$ cat src/rtl/aes_round_sched.sv
// aes_round_sched: control FSM for an iterative AES-128 datapath.
// Sequences initial key add, rounds 1..ROUNDS and result hand-off.
module aes_round_sched #(
    parameter int ROUNDS = 10,
    parameter int RW     = 4
) (
    input  logic          clk,
    input  logic          rst,
    input  logic          in_valid,
    output logic          in_ready,
    input  logic          in_dec,
    output logic          out_valid,
    input  logic          out_ready,
    output logic          dp_init,
    output logic          dp_en,
    output logic          dp_last,
    output logic          dp_dec,
    output logic [RW-1:0] rk_idx,
    output logic [RW-1:0] rnd,
    output logic          busy,
    output logic [15:0]   blk_cnt
);

    typedef enum logic [1:0] {
        ST_IDLE = 2'd0,
        ST_RUN  = 2'd1,
        ST_DONE = 2'd2
    } state_t;

    localparam logic [RW-1:0] LAST = RW'(ROUNDS);
    localparam logic [RW-1:0] ONE  = RW'(1);

    state_t        state_q, state_d;
    logic [RW-1:0] rnd_q, rnd_d;
    logic          dec_q, dec_d;
    logic [15:0]   blk_cnt_q, blk_cnt_d;

    logic          is_last;

    assign is_last = (rnd_q == LAST);

    // State, round counter, latched mode and completion counter.
    always_ff @(posedge clk or posedge rst) begin
        if (rst) begin
            state_q   <= ST_IDLE;
            rnd_q     <= '0;
            dec_q     <= 1'b0;
            blk_cnt_q <= '0;
        end else begin
            state_q   <= state_d;
            rnd_q     <= rnd_d;
            dec_q     <= dec_d;
            blk_cnt_q <= blk_cnt_d;
        end
    end

    // Next-state logic: accept in IDLE, count rounds in RUN, hand off in DONE.
    always_comb begin
        state_d   = state_q;
        rnd_d     = rnd_q;
        dec_d     = dec_q;
        blk_cnt_d = blk_cnt_q;
        unique case (state_q)
            ST_IDLE: begin
                if (in_valid) begin
                    dec_d   = in_dec;
                    rnd_d   = ONE;
                    state_d = ST_RUN;
                end
            end
            ST_RUN: begin
                if (is_last) begin
                    state_d = ST_DONE;
                end else begin
                    rnd_d = rnd_q + ONE;
                end
            end
            ST_DONE: begin
                if (out_ready) begin
                    state_d   = ST_IDLE;
                    rnd_d     = '0;
                    blk_cnt_d = blk_cnt_q + 16'd1;
                end
            end
            default: begin
                state_d = ST_IDLE;
                rnd_d   = '0;
            end
        endcase
    end

    // Datapath control decode; the key index runs backwards when decrypting.
    always_comb begin
        in_ready  = 1'b0;
        out_valid = 1'b0;
        dp_init   = 1'b0;
        dp_en     = 1'b0;
        dp_last   = 1'b0;
        busy      = 1'b0;
        rk_idx    = '0;
        unique case (state_q)
            ST_IDLE: begin
                in_ready = 1'b1;
                if (in_valid) begin
                    dp_init = 1'b1;
                    rk_idx  = in_dec ? LAST : '0;
                end
            end
            ST_RUN: begin
                busy    = 1'b1;
                dp_en   = 1'b1;
                dp_last = is_last;
                rk_idx  = dec_q ? (LAST - rnd_q) : rnd_q;
            end
            ST_DONE: begin
                busy      = 1'b1;
                out_valid = 1'b1;
            end
            default: begin
                in_ready = 1'b0;
            end
        endcase
    end

    assign rnd     = rnd_q;
    assign dp_dec  = dec_q;
    assign blk_cnt = blk_cnt_q;

endmodule

$ cat config.mk
export PLATFORM = sky130hd
export DESIGN_NAME = aes_round_sched
export DESIGN_NICKNAME = d
export VERILOG_FILES = /design/src/rtl/aes_round_sched.sv
export SDC_FILE = /design/constraint.sdc
export NUM_CORES = 1
export LEC_CHECK = 0
export ABC_AREA = 0
export CORE_UTILIZATION = 50
export CTS_BUF_LIST = sky130_fd_sc_hd__clkbuf_4 sky130_fd_sc_hd__clkbuf_8 sky130_fd_sc_hd__clkbuf_16
export CTS_CLUSTER_DIAMETER = 40
export CTS_CLUSTER_SIZE = 8
export DETAILED_ROUTE_END_ITERATION = 12
export PLACE_DENSITY = 0.84
export SYNTH_ARGS = -nofsm -noshare
export SYNTH_HDL_FRONTEND = slang
export SYNTH_SLANG_ARGS = --single-unit
$ cat constraint.sdc
create_clock -name clk -period 2.3 [get_ports clk]
set_clock_uncertainty 0.2 [all_clocks]
set_input_delay 0.345 -clock clk [delete_from_list [all_inputs] [get_ports clk]]
set_output_delay 0.345 -clock clk [all_outputs]
set_load 0.05 [all_outputs]
# Word-level counts from Yosys, hierarchy flattened

Index checks and enable logic that the tools add are counted.

Register bits: 23
Input bits: 5
Output and inout port bits: 31

Add/sub/neg operators: 3
Equal/unequal tests: 7
Multiplexer cells: 19
Reductions and logical operators: 6

Operator list:

| kind                    | count |
|---|---|
| $mux W4                 | 6 |
| $add A16 B1 Y16 const B | 1 |
| $pmux W4 S3             | 1 |
| $ne A2 B2 Y1 const B    | 4 |
| $pmux W4 S2             | 1 |
| $mux W1                 | 7 |
| $mux W2                 | 3 |
| $pmux W2 S3             | 1 |
| $reduce_and A3 Y1       | 2 |
| $add A4 B1 Y4 const B   | 1 |
| $eq A4 B4 Y1 const B    | 1 |
| $reduce_and A2 Y1       | 2 |
| $sub A4 B4 Y4 const A   | 1 |
| $eq A2 B1 Y1 const B    | 1 |
| $eq A2 B2 Y1 const B    | 1 |
| $logic_not A2 Y1        | 1 |
| $reduce_or A2 Y1        | 1 |

# Logic depth before layout (Yosys ltp)

Depth in word-level cells: 3
Gate-level depth with buffers: 7

# Worst setup path after synthesis

OpenSTA, ideal clock, no wires.

Path type: reg-to-output
From: reg state_q[1]
To: out rk_idx[1]
Arrival: 2.369 ns
Required time: 1.755 ns
Slack: -0.614 ns
Stages on the path, launching flop included: 5
Path through: dfrtp_1 -> inv_1 -> ha_1 -> inv_1 -> o21ai_0

Word-level cells in the longest chain between the ends: 2
Elaborated cells between the ends (all ways): 3
Classes of those cells: eq/ne (1); mux (1); reduce/logical (1)

Ends and longest elaborated chain:

| item                                                    | line | text |
|---|---|---|
| from (decl)                                             | 33   | `state_t state_q, state_d;` |
| from (signal assigned)                                  | 50   | `state_q <= state_d;` |
| $eq A2 B1 Y1 / $logic_not A2 Y1 (equally long branches) | 101  | `unique case (state_q)` |
| $pmux W4 S2 *                                           | 101  |  |
| to (decl)                                               | 18   | `output logic [RW-1:0] rk_idx,` |

Mark *: on every way between the ends. The rest lies on a longest branch, timed or not.

# Worst setup path after layout

From: reg rnd_q[2], in the netlist rnd[2]
To: out rnd[2]

RTL lines:

| item                   | line | text |
|---|---|---|
| from (decl)            | 34   | `logic [RW-1:0] rnd_q, rnd_d;` |
| from (signal assigned) | 51   | `rnd_q <= rnd_d;` |
| to (decl)              | 19   | `output logic [RW-1:0] rnd,` |

No word-level cell between the ends.

==> flow_summary.yaml <==
outcome:
  status: "finished, final reports clean"
logic_synthesis:
  synthMuxAreaShare_pct: 2.583
  ys_seq_area_share_pct: 47.52
  yosys.area_share.simple_pct: 18.18
  synth_cells: 115
  synth_compound_area_share_pct: 8.678
  synthArstFlopShare_pct: 100.0
  ys_ff_latch: 23
  synth_cell_types: 30
  synth-edff-count: 0
  yosysWarnings: 0
  synth_xor_area_share_pct: 12.29
  synthAdderAreaFrac_pct: 7.231
  syn-cell-area_um2: 1211
  avgSynthCellArea_um2: 10.53
  syn-num-nets: 127
  synth_top_flop_cell: "dfrtp_1"
  synth_top_family_by_area: "simple AND/OR/NAND/NOR gates"
clock_network:
  clk_latency_ns: 0.31
  postCtsSetupRepairBufs: 0
  cts_buffers: 3
  cts.sinks: 23
  cts_tree: "yes"
  root_buffer: "clkbuf_4"
  path_clk_slew_ns: 0.12
  clock_path_buffers: 2
  ctsHtreeMaxLevel: 1
floorplanning:
  num_rows: 17
  die_h_um: 51.22
  io_pins: 36
  dieWidth_um: 51.22
  core_area_um2: 2255
  initial_core_util_pct: 53.72
  dieArea_um2: 2623
drt:
  drtAntennaViolNets: 0
  wl_um: 2476
  vias: 968
  drc_errors: 0
  dr.pass1.iters: 4
  via_per_inst: 5.290
  routedWlPerCell_um: 13.53
  drt-initial-drc-count: 7
job:
  max-cap-violations: 0
power:
  p_per_area_nw_per_um2: 1084
  irDropWorstVdd_uv: 1126
  power_leakage_nw: 0.8006
global_route:
  globalRouteTotalUtil_pct: 22.13
  grt_pass1_wl_um: 4257
  gr-total-overflow: 0
  grt_pass1_vias: 958
  grt_max_degree: 24
  antenna_found_initial: 0
place:
  gp_congestion: 0.7893
  pre_cts_ws_ns: 0.3527
  place_inst: 179
  place.port_buffers: 35
  hpwl_um: 1928
finish:
  fillCellCount: 179
  area_delta_synth_final_pct: 41.53
  layout-drive-gt1-share_pct: 20.65
  multi_input_area_um2: 616.8
  seq_area_um2: 576.8
  nets: 168
  num_antenna_cells: 0
  fin_cells: 183
  fin_util_pct: 76.03
sta:
  hold_violations: 0
  max_freq_mhz: 454.6
  rsz0062_at_grt: "false"
  worst_pin_slew_ns: 0.5003
  hold_ws_ns: 0.1947
  finalCritPeriodShare_pct: 95.65
  relSlewSlack_pct: 66.54
  finalSetupViolations: 0
  fin_setup_tns_ns: 0
  drv_slew: 0
  worst_slack_ns: 0.1001
  finalCriticalPeriod_ns: 2.200
critical_path:
  worstSetupPathType: "reg -> out"
  critPathSlowestCell: "clkdlybuf4s50_1"
  max_stage_delay_ns: 0.86
  reg2reg_depth: 6
  path_buf_inv: 1
  cp_cell_sequence: "clkdlybuf4s50_1"
  worst_ep_required_time_ns: 1.75
  endpoint_kind: "output port"
  crit_cells: 1
  worst_path_dominant_cell_family: "buffers and inverters"
  crit_arrival_ns: 1.65
  start_kind: "register"
  path_max_fanout: 8
hold_path:
  hp-class: "in -> async"
-- registers in the layout (all words and copies together), names as in the netlist --
register  cells
rnd           4
state_q       2
dp_dec        1
blk_cnt      16
-- layer usage --
layer / wire, um / global-route usage, % / vias up
met5: 0 / 0 / -
met4: 23 / 5.405 / 0
met3: 87 / 5.357 / 5
met2: 1236 / 39.04 / 22
met1: 1129 / 27.06 / 467
li1: - / - / 474
-- synthesized netlist by cell type (3+ instances only) --
cell type	count	share of area, %
dfrtp_1	23	48
xnor2_1	13	9.4
nand2_1	12	3.7
inv_1	10	3.1
ha_1	7	7.2
nand3_1	6	2.5
nor2_1	6	1.9
o21ai_0	5	2.1
xor2_1	4	2.9
a21oi_1	3	1.2
and2_1	3	1.5
-- report_power, final --
| part | switching, mW | total [mW] | leakage, nW | internal, mW |
|---|---|---|---|---|
| Combinational | 0.693 | 1.13 | 0.471 | 0.432 |
| Sequential | 0.0839 | 0.542 | 0.312 | 0.458 |
| Clock | 0.112 | 0.191 | 0.0184 | 0.0795 |
-- cells by family (layout without fill, tap and decap cells) --
| kind of cell | count (synthesis) | count (layout) |
|---|---|---|
| xor+xnor | 17 | 17 |
| flops | 23 | 23 |
| simple gates | 38 | 38 |
| compound gates | 16 | 16 |
| buf+inv | 11 | 51 |
| mux | 3 | 3 |
| fa+ha+maj | 7 | 7 |
-- cell usage in the layout (no fill, tap or decap), types with 2 or more instances in the layout --
master	synthesis	layout
nand4_1	2	2
buf_4	0	6
dfrtp_1	23	22
nor2_4	1	2
xnor2_1	13	13
o21ai_0	5	3
mux2i_1	2	2
a21oi_1	3	3
clkbuf_4	0	4
nand3_1	6	6
inv_1	10	9
and2_1	3	2
o21ai_2	0	2
xor2_1	4	4
nor2_2	1	3
nor2_1	6	3
ha_1	7	6
nand2_1	12	12
o41ai_1	2	2
nand4_2	2	2
buf_12	0	6
clkdlybuf4s50_1	0	24
-- through the flow --
step                      total power, mW  area, um2
after global placement              1.643       1673
after global routing                1.945       1714
after CTS                           1.861       1703
final                               1.858       1714
after detailed placement            1.667       1673
after floorplan                     1.249       1227
-- final cells by class --
type,instances,area share (%)
well taps,28,2.044
inverters,10,2.190
repair buffers,37,24.38
flip-flops and latches,23,33.65
clock buffers,4,1.752
multi-input cells,81,35.99
-- worst paths after layout --
kind | from | to | slack, ns
max in group asynchronous | rst | rnd[0]$_DFFE_PP0P_ | 1.47
max | rnd[2]$_DFFE_PP0P_ | rnd[2] | 0.10
max reg2reg | state_q[0]$_DFFE_PP0P_ | blk_cnt[7]$_DFFE_PP0P_ | 0.50
min reg2reg | blk_cnt[15]$_DFFE_PP0P_ | blk_cnt[15]$_DFFE_PP0P_ | 0.30
min | rst | blk_cnt[2]$_DFFE_PP0P_ | 0.19
min in group clk | blk_cnt[15]$_DFFE_PP0P_ | blk_cnt[15]$_DFFE_PP0P_ | 0.30
-- tightest hold or removal path: cells and delay by family --
| family | cells | cell delay, ns |
|---|---|---|
| buf+inv | 3 | 0.76 |
-- repair_timing --
item / 4_1_cts / 5_1_grt
hold buffers: 0 / 0
setup endpoints to repair: 0 / 6
gates resized for setup: 0 / 5
(Power assumes the default switching activity.)
